[config.mk]
export PLATFORM = sky130hd
export DESIGN_NAME = receive
export DESIGN_NICKNAME = d
export VERILOG_FILES = /design/src/rtl/receive_pkg.sv /design/src/rtl/receive_sync2.sv /design/src/rtl/receive.sv
export SDC_FILE = /design/constraint.sdc
export NUM_CORES = 1
export LEC_CHECK = 0
export CAP_MARGIN = 20
export CORE_MARGIN = 2
export CORE_UTILIZATION = 50
export CTS_BUF_LIST = sky130_fd_sc_hd__clkbuf_8
export CTS_CLUSTER_DIAMETER = 30
export CTS_CLUSTER_SIZE = 40
export DETAILED_ROUTE_END_ITERATION = 16
export GPL_ROUTABILITY_DRIVEN = 0
export PLACE_DENSITY = 0.78
export SKIP_LAST_GASP = 1
export SYNTH_ARGS = -nofsm -noshare
export SYNTH_HDL_FRONTEND = slang
export SYNTH_SLANG_ARGS = --single-unit
[constraint.sdc]
create_clock -name clk -period 2.5 [get_ports clk]
set_clock_uncertainty 0.2 [all_clocks]
set_input_delay 0.625 -clock clk [delete_from_list [all_inputs] [get_ports clk]]
set_output_delay 0.625 -clock clk [all_outputs]
set_load 0.03 [all_outputs]
[src/rtl/receive_pkg.sv]
// Shared types and line-level constants for the UART receiver.
package receive_pkg;

   typedef enum logic [2:0] {
      IDLE,
      START,
      DATA,
      STOP,
      WAIT
   } rx_state_t;

   localparam int   DATA_BITS   = 8;
   localparam logic IDLE_LEVEL  = 1'b1;
   localparam logic START_LEVEL = 1'b0;
   localparam logic STOP_LEVEL  = 1'b1;

endpackage

[src/rtl/receive_sync2.sv]
// Two-flop synchronizer for bringing an asynchronous level into the clk domain.
module sync2 #(
   parameter logic RST_VAL = 1'b1
) (
   input  logic clk,
   input  logic rst,
   input  logic d,
   output logic q
);

   logic [1:0] stage_reg;

   genvar gi;
   generate
      for (gi = 0; gi < 2; gi++) begin : g_stage
         always_ff @(posedge clk or negedge rst) begin
            if (!rst) begin
               stage_reg[gi] <= RST_VAL;
            end else begin
               stage_reg[gi] <= (gi == 0) ? d : stage_reg[(gi == 0) ? 0 : gi - 1];
            end
         end
      end
   endgenerate

   assign q = stage_reg[1];

endmodule

[src/rtl/receive.sv]
// UART 8N1 receiver: oversamples din, emits each good byte with a one-cycle din_vld.
// Optional frame_err pulse port is enabled by defining RECEIVE_FRAME_ERR_EN.
module receive
   import receive_pkg::*;
#(
   parameter int CLK_FREQ = 100_000_000,
   parameter int BAUD     = 9600
) (
   input  logic                 clk,
   input  logic                 rst,
   input  logic                 din,
   output logic                 din_vld,
   output logic [DATA_BITS-1:0] din_data
`ifdef RECEIVE_FRAME_ERR_EN
   ,
   output logic                 frame_err
`endif
);

   localparam int DIV   = CLK_FREQ / BAUD;
   localparam int CNT_W = $clog2(DIV);
   localparam logic [CNT_W-1:0] HALF_LAST = CNT_W'(DIV / 2 - 1);
   localparam logic [CNT_W-1:0] BIT_LAST  = CNT_W'(DIV - 1);
   localparam logic [2:0]       LAST_BIT  = 3'(DATA_BITS - 1);

   generate
      if (DIV < 4) begin : g_bad_div
         $error("receive: CLK_FREQ/BAUD must be at least 4");
      end
   endgenerate

   logic s2;

   rx_state_t              state_reg, state_next;
   logic [CNT_W-1:0]       cnt_reg, cnt_next;
   logic [2:0]             bitn_reg, bitn_next;
   logic [DATA_BITS-1:0]   shift_reg, shift_next;
   logic                   din_vld_reg, din_vld_next;
   logic [DATA_BITS-1:0]   din_data_reg, din_data_next;
`ifdef RECEIVE_FRAME_ERR_EN
   logic                   frame_err_reg, frame_err_next;
`endif

   sync2 #(.RST_VAL(IDLE_LEVEL)) u_sync (
      .clk (clk),
      .rst (rst),
      .d   (din),
      .q   (s2)
   );

   always_ff @(posedge clk or negedge rst) begin
      if (!rst) begin
         state_reg     <= IDLE;
         cnt_reg       <= '0;
         bitn_reg      <= '0;
         shift_reg     <= '0;
         din_vld_reg   <= 1'b0;
         din_data_reg  <= '0;
`ifdef RECEIVE_FRAME_ERR_EN
         frame_err_reg <= 1'b0;
`endif
      end else begin
         state_reg     <= state_next;
         cnt_reg       <= cnt_next;
         bitn_reg      <= bitn_next;
         shift_reg     <= shift_next;
         din_vld_reg   <= din_vld_next;
         din_data_reg  <= din_data_next;
`ifdef RECEIVE_FRAME_ERR_EN
         frame_err_reg <= frame_err_next;
`endif
      end
   end

   always_comb begin
      state_next     = state_reg;
      cnt_next       = cnt_reg;
      bitn_next      = bitn_reg;
      shift_next     = shift_reg;
      din_vld_next   = 1'b0;
      din_data_next  = din_data_reg;
`ifdef RECEIVE_FRAME_ERR_EN
      frame_err_next = 1'b0;
`endif
      case (state_reg)
         IDLE: begin
            if (s2 == START_LEVEL) begin
               state_next = START;
               cnt_next   = '0;
            end
         end
         // Re-check the line at mid start bit so short lows are rejected as glitches.
         START: begin
            if (cnt_reg == HALF_LAST) begin
               cnt_next  = '0;
               bitn_next = '0;
               state_next = (s2 == START_LEVEL) ? DATA : IDLE;
            end else begin
               cnt_next = cnt_reg + 1'b1;
            end
         end
         DATA: begin
            if (cnt_reg == BIT_LAST) begin
               shift_next = {s2, shift_reg[DATA_BITS-1:1]};
               cnt_next   = '0;
               bitn_next  = bitn_reg + 1'b1;
               if (bitn_reg == LAST_BIT) begin
                  state_next = STOP;
               end
            end else begin
               cnt_next = cnt_reg + 1'b1;
            end
         end
         // Leaving at mid stop bit leaves half a bit of slack for a back-to-back start.
         STOP: begin
            if (cnt_reg == BIT_LAST) begin
               cnt_next = '0;
               if (s2 == STOP_LEVEL) begin
                  din_data_next = shift_reg;
                  din_vld_next  = 1'b1;
                  state_next    = IDLE;
               end else begin
`ifdef RECEIVE_FRAME_ERR_EN
                  frame_err_next = 1'b1;
`endif
                  state_next = WAIT;
               end
            end else begin
               cnt_next = cnt_reg + 1'b1;
            end
         end
         WAIT: begin
            if (s2 == IDLE_LEVEL) begin
               state_next = IDLE;
            end
         end
         default: begin
            state_next = IDLE;
         end
      endcase
   end

   assign din_vld  = din_vld_reg;
   assign din_data = din_data_reg;
`ifdef RECEIVE_FRAME_ERR_EN
   assign frame_err = frame_err_reg;
`endif

endmodule

==> key figures, run 1 <==
Routing
  – Vias/cell: 5.78
  – First-pass DRT Iterations: 4
  – Detailed-route DRC error count: 0
  – DR vias: 1376
  – WL final: 3600 um
  – Iteration-0 DRC Markers: 34
  – Routed length per placed instance: 15.1 um
  – Final ANT Viol Nets: 0

Layout
  – Area Overhead vs Synth: 15.1%
  – FF+latch area: 978 sq um
  – Ratio of cells with drive above 1 in the final layout: 0.189
  – Final instance area: 2180 sq um
  – Layout Nets: 196
  – Fillers: 294
  – Multi-input combinational cell area: 862 sq um
  – Max reg flops: 14
  – Ant diodes: 0

Logic synthesis
  – Count of cell types in the netlist: 43
  – Synth Instances: 176
  – Synthesized Nets: 183
  – YS warnings: 0
  – Mapped Area: 1890 sq um
  – Register area share after synthesis: 0.517
  – Syn Area/Cell: 10.8 sq um
  – Yosys reg bits: 39

Timing
  – Fin crit period: 2.36 ns
  – Unrepaired setup endpoints after global routing: false
  – Min Hold Slack: 0.158 ns
  – Setup TNS: 0 ns
  – Slew Viols, Final: 0
  – Setup Viol. Count Final: 0
  – Final Cycle Share: 0.944
  – Hold Fails Final Rpt: 0
  – Maximum clock rate: 0.424 GHz
  – Worst-Margin Slew: 0.819 ns
  – Slew margin rel.: 0.454

Floorplanning
  – I/O Pins: 12
  – Die Ht: 65.5 um
  – Die X-Extent: 65.5 um
  – Starting Density: 0.517
  – CORE AREA: 3660 sq um
  – Die area: 4290 sq um
  – Site row count: 22

Setup path
  – FF-to-FF Start: cnt_reg[8]
  – Register-to-Register Setup Slack: 0.14 ns
  – Crit Path Max Fanout: 7
  – Crit path capture type: flip-flop
  – Kind of critical path: reg2reg
  – Crit path capture: cnt_reg[9]
  – R2R depth: 6
  – Worst setup startpoint: cnt_reg[8]
  – Data required time of the worst path: 2.46 ns
  – Startpoint type of the worst setup path: flip-flop
  – RR Endpoint: cnt_reg[9]
  – Arr. time, crit path: 2.32 ns

Clocking
  – Post-CTS setup buffers: 0
  – Clk pin slew, worst setup/hold paths: 0.07 ns
  – Sink Count: 39
  – CTS root buf: clkbuf_8
  – TritonCTS Buffers: 5
  – Clock Latency Late Sink: 0.30 ns
  – Htree depth: 2
  – Clock Path Buffers: 2
  – CTS tree: yes

Global route
  – Tot GR Track Use: 0.195
  – Vias in the first global route: 1361
  – First-pass GRT wire length: 6190 um
  – Global route overflow: 0
  – Initial antenna violation count: 0
  – Largest net degree at the start of global routing: 40

Status
  – Status: finished clean

Pwr
  – Max rail drop VDD: 0.416 mV
  – Leakage: 0.00103 uW
  – PnR Total Power: 1270 uW
  – Cell Pwr Density: 581 nW/um^2

Placement
  – Port bufs: 11
  – HPWL Detailed: 2570 um
  – Post-DP Area: 2040 sq um

Worst hold path
  – Min-delay worst type: reg2reg

Flow run
  – Max_cap viols: 0
## cell usage after synthesis (all sizes together)
cell type / number / area share
dfrtp: 37 / 0.49
mux2: 16 / 0.095
nand2: 13 / 0.026
nor2: 13 / 0.027
o21ai: 12 / 0.032
nand3: 9 / 0.024
a21oi: 7 / 0.019
a31oi: 6 / 0.020
buf: 6 / 0.019
inv: 5 / 0.0099
nor3: 5 / 0.013
ha: 4 / 0.026
a21o: 3 / 0.012
and3: 3 / 0.0099
nand3b: 3 / 0.012
nor2b: 3 / 0.0099
a211o: 2 / 0.0093
a22o: 2 / 0.0093
clkbuf: 2 / 0.0046
dfstp: 2 / 0.028
nand4: 2 / 0.0066
nand4b: 2 / 0.0093
nor4: 2 / 0.015
nor4bb: 2 / 0.011
o22ai: 2 / 0.0066
or4: 2 / 0.0099
a32oi: 1 / 0.0046
and4b: 1 / 0.0053
nand2b: 1 / 0.0033
nand4bb: 1 / 0.0059
nor3b: 1 / 0.0040
o22a: 1 / 0.0053
or2: 1 / 0.0033
or2b: 1 / 0.0040
or3: 1 / 0.0033
or3b: 1 / 0.0046
xor2: 1 / 0.0046
## metrics by stage
| stage | utilization | std cells | setup slack (ns) |
|---|---|---|---|
| 2_1_floorplan | - | 176 | 0.306 |
| 3_3_place_gp | 0.556 | 230 | 0.149 |
| 3_5_place_dp | 0.556 | 230 | 0.0920 |
| 4_1_cts | 0.592 | 238 | 0.0678 |
| 5_1_grt | 0.595 | 238 | 0.0111 |
| 6_report | 0.595 | 238 | 0.140 |
## placed cells by master (no fill, tap or decap), types with 2 or more instances in the layout
cell / count
clkdlybuf4s50_1: 10
nand4b_1: 2
a31oi_1: 6
o21ai_1: 3
inv_1: 6
a21oi_1: 7
buf_4: 3
nand4_1: 2
clkbuf_8: 5
a22o_1: 2
nand3b_1: 3
and3_1: 3
nand2_1: 13
bufinv_16: 2
a21o_1: 3
nor2_1: 12
nand3_1: 9
nor3_1: 5
a211o_1: 2
dfstp_2: 2
ha_1: 4
o21ai_0: 9
dfrtp_1: 37
mux2_2: 16
nor2b_1: 3
nor4bb_1: 2
## worst min-delay path by stage
stage / start / endpoint / depth (start not counted)
after floorplan: rst / bitn_reg[0] / 0
after global placement: u_sync.stage_reg[0] / u_sync.q / 0
after detailed placement: u_sync.stage_reg[0] / u_sync.q / 0
after CTS: u_sync.stage_reg[0] / u_sync.q / 0
after global routing: u_sync.stage_reg[0] / u_sync.q / 0
final: u_sync.stage_reg[0] / u_sync.q / 0
## cell families after synthesis
| family | after synthesis | share of synthesized area |
|---|---|---|
| AND/OR/NAND/NOR | 67 | 0.206 |
| buffers and inverters | 13 | 0.0337 |
| AO/OA/AOI/OAI | 36 | 0.117 |
| adder cells (fa/ha/maj) | 4 | 0.0264 |
| flip-flops | 39 | 0.517 |
| XOR/XNOR | 1 | 0.00463 |
| multiplexers | 16 | 0.0952 |
## per-layer routing
metal / share of wire / global-route usage / vias to the layer above / routed length (um)
met1: 0.46 / 0.243 / 674 / 1640
met3: 0.045 / 0.0702 / 6 / 163
li1: - / - / 664 / -
met2: 0.48 / 0.306 / 32 / 1740
met5: 0 / 0 / - / 0
met4: 0.016 / 0.0859 / 0 / 59
## where the power goes
part / internal [uW] / switching, uW / total [uW]
Combinational: 2.97 / 13.1 / 16.1
Sequential: 633 / 1.74 / 635
Clock: 395 / 220 / 614
Total: 1030 / 234 / 1270
## worst max-delay path, stage by stage (launching register included)
cell     delay, ns
dfrtp_1       0.44
or4_4         0.57
nor4_4        0.38
o22ai_2       0.20
buf_4         0.20
a31oi_1       0.18
a31oi_1       0.06
## cell type report
cell class,instances,area share
clock inverter,3,0.0293
sequential,39,0.449
tap,48,0.0276
timing repair buffer,14,0.0586
multi-input combinational,124,0.396
clock buffer,5,0.0316
inverter,5,0.00861
## repair_timing
action                     CTS  global route
setup endpoints to repair    0            11
resized for setup            0             2
hold buffers                 0             0
Power figures use the tool's default switching activity.
==> run 2, diff against run 1 <==
--- a/config.mk
+++ b/config.mk
@@ -7,13 +7,13 @@
 export LEC_CHECK = 0
 export CAP_MARGIN = 20
 export CORE_MARGIN = 2
-export CORE_UTILIZATION = 50
+export CORE_UTILIZATION = 61
 export CTS_BUF_LIST = sky130_fd_sc_hd__clkbuf_8
 export CTS_CLUSTER_DIAMETER = 30
 export CTS_CLUSTER_SIZE = 40
 export DETAILED_ROUTE_END_ITERATION = 16
 export GPL_ROUTABILITY_DRIVEN = 0
-export PLACE_DENSITY = 0.78
+export PLACE_DENSITY = 0.91
 export SKIP_LAST_GASP = 1
 export SYNTH_ARGS = -nofsm -noshare
 export SYNTH_HDL_FRONTEND = slang
==> run 2 against run 1 <==
Effect of this change: highest routed layer unchanged; global-route usage is 6.7 points higher; critical path type unchanged; register-to-register slack got worse by 0.04 ns; power is 16% lower; wire length rose by 12%; sequential share of layout area is 0.42 points higher; sequential power about the same; non-clock buffer count grew 6; first-iteration DRC count grew to 2.8 times the previous value; hold slack got worse by 0.00052 ns; clock-buffer cell count unchanged; maximum frequency decreased by 1.5%.
==> key figures, run 2 (synthesis gave the netlist of run 1 again) <==
Status
  – Status: finished clean

Flow run
  – Max_cap viols: 0 (unchanged)

Routing
  – Vias/cell: 6.55 (+13%)
  – Routed length per placed instance: 17.6 um (+16%)
  – WL final: 4030 um (+12%)
  – Iteration-0 DRC Markers: 94 (+180%)
  – Detailed-route DRC error count: 0 (unchanged)
  – Final ANT Viol Nets: 0 (unchanged)
  – DR vias: 1501 (+9.1%)
  – First-pass DRT Iterations: 4 (unchanged)

Timing
  – Final WS setup: 0.105 ns (-0.0355 ns)
  – Setup Viol. Count Final: 0 (unchanged)
  – Fin crit period: 2.40 ns (+0.0355 ns)
  – Worst-Margin Slew: 0.838 ns (+0.0192 ns)
  – Unrepaired setup endpoints after global routing: false
  – Slew margin rel.: 0.442 (-0.0128)
  – Final Cycle Share: 0.958 (+0.0142)
  – Slew Viols, Final: 0 (unchanged)
  – Setup TNS: 0 ns (unchanged)
  – Maximum clock rate: 0.418 GHz (-1.5%)
  – Hold Fails Final Rpt: 0 (unchanged)

Clocking
  – Htree depth: 2 (unchanged)
  – CTS tree: yes
  – TritonCTS Buffers: 5 (unchanged)
  – CTS root buf: clkbuf_8
  – Clock Path Buffers: 2 (unchanged)
  – Sink Count: 39 (unchanged)
  – Hold buffers post-CTS: 0 (unchanged)
  – Clock Latency Late Sink: 0.30 ns (about the same)
  – Clk pin slew, worst setup/hold paths: 0.07 ns (about the same)

Floorplanning
  – I/O Pins: 12 (unchanged)
  – Site row count: 20 (-9.1%)
  – Die Ht: 59.7 um (-8.9%)
  – Starting Density: 0.630 (+0.113)
  – Die area: 3570 sq um (-17%)
  – Die X-Extent: 59.7 um (-8.9%)
  – CORE AREA: 3000 sq um (-18%)

Global route
  – Largest net degree at the start of global routing: 40 (unchanged)
  – First-pass GRT wire length: 6790 um (+9.7%)
  – Vias in the first global route: 1437 (+5.6%)
  – Initial antenna violation count: 0 (unchanged)
  – Global route overflow: 0 (unchanged)
  – Tot GR Track Use: 0.263 (+0.0674)

Placement
  – Port bufs: 11 (unchanged)
  – HPWL Detailed: 2580 um (+0.68%)
  – Pre-CTS setup slack: 0.00640 ns (-0.0856 ns)
  – Post-DP Area: 2020 sq um (-0.92%)

Layout
  – Final instance area: 2160 sq um (-0.80%)
  – Most frequent cells in the layout: dfrtp_1, mux2_2, nand2_1
  – Final Util: 0.720 (+0.125)
  – Ratio of cells with drive above 1 in the final layout: 0.224 (+0.0350)
  – Max reg flops: 14 (unchanged)
  – Fillers: 194 (-34%)
  – Ant diodes: 0 (unchanged)
  – Area Overhead vs Synth: 14.2%
  – Commonest non-fill, non-tap cell in the layout: dfrtp_1
  – Layout Nets: 202 (+3.1%)

Worst hold path
  – Min-delay worst type: reg2reg
  – Min-delay src: u_sync.stage_reg[0]
  – Hold Path Cell Cnt: 0 (unchanged)
  – Hold Path Sink: u_sync.q

Pwr
  – Leakage: 0.00103 uW (+0.16%)
  – Cell Pwr Density: 491 nW/um^2 (-15%)
  – PnR Total Power: 1060 uW (-16%)
  – Max rail drop VDD: 0.502 mV (+21%)

Setup path
  – Arr. time, crit path: 2.38 ns (+0.06 ns)
  – Crit Path Max Fanout: 6 (-1)
  – RR Endpoint: cnt_reg[8]
  – Data required time of the worst path: 2.48 ns (+0.02 ns)
  – Crit path capture type: flip-flop
  – R2R depth: 8 (+2)
  – Register-to-Register Setup Slack: 0.10 ns (-0.04 ns)
  – FF-to-FF Start: cnt_reg[0]
  – Kind of critical path: reg2reg
  – Startpoint type of the worst setup path: flip-flop
run 2: power by group:
group,total [uW],internal [uW],switching (uW)
Sequential,635,634,1.76
Combinational,16.5,2.98,13.5
Clock,411,191,220
run 2: timing repair:
item | in CTS | in global routing
hold endpoints to repair | 0 | 0
pin swaps | 0 | 2
gates cloned | 0 | 0
endpoints found under the setup margin | 8 | 21
setup buffers | 0 | 6
gates resized for setup | 1 | 3
run 2: worst max-delay path by stage:
stage | start | endpoint | slack [ns]
after floorplan | cnt_reg[0] | din_data[0] | 0.31
after global placement | cnt_reg[0] | din_data[7] | 0.11
after detailed placement | cnt_reg[0] | din_data[7] | 0.006
after CTS | cnt_reg[0] | din_data[7] | 0.01
after global routing | cnt_reg[0] | din_data[6] | 0.001
final | cnt_reg[0] | cnt_reg[8] | 0.10
run 2: per-stage QoR:
stage | instances | hold slack [ns]
2_1_floorplan | 176 | 0.129
3_3_place_gp | 215 | 0.147
3_5_place_dp | 215 | 0.147
4_1_cts | 223 | 0.158
5_1_grt | 229 | 0.161
6_report | 229 | 0.157
run 2: area by class of cell:
| class | instances | area [sq um] | share of cell area |
|---|---|---|---|
| Clock buffer | 5 | 68.8 | 0.0318 |
| Clock inverter | 3 | 16.3 | 0.00752 |
| Inverter | 5 | 18.8 | 0.00868 |
| Multi-Input combinational cell | 124 | 865 | 0.400 |
| Sequential cell | 39 | 980 | 0.453 |
| Tap cell | 33 | 41.3 | 0.0191 |
| Timing Repair Buffer | 20 | 173 | 0.0799 |
run 2: critical path, stage by stage, from the launching register on:
cell	delay [ns]
dfrtp_2	0.42
ha_2	0.23
nand4b_1	0.18
nor4bb_1	0.34
buf_4	0.20
buf_4	0.12
o22ai_2	0.13
and3_1	0.20
a211o_1	0.26
run 2: routing by layer:
metal  vias to the layer above  track usage  share of wire
li1                        679            -              -
met1                       759        0.343           0.40
met5                         -            0              0
met2                        57        0.421           0.52
met3                         6       0.0779          0.061
met4                         0       0.0889          0.013
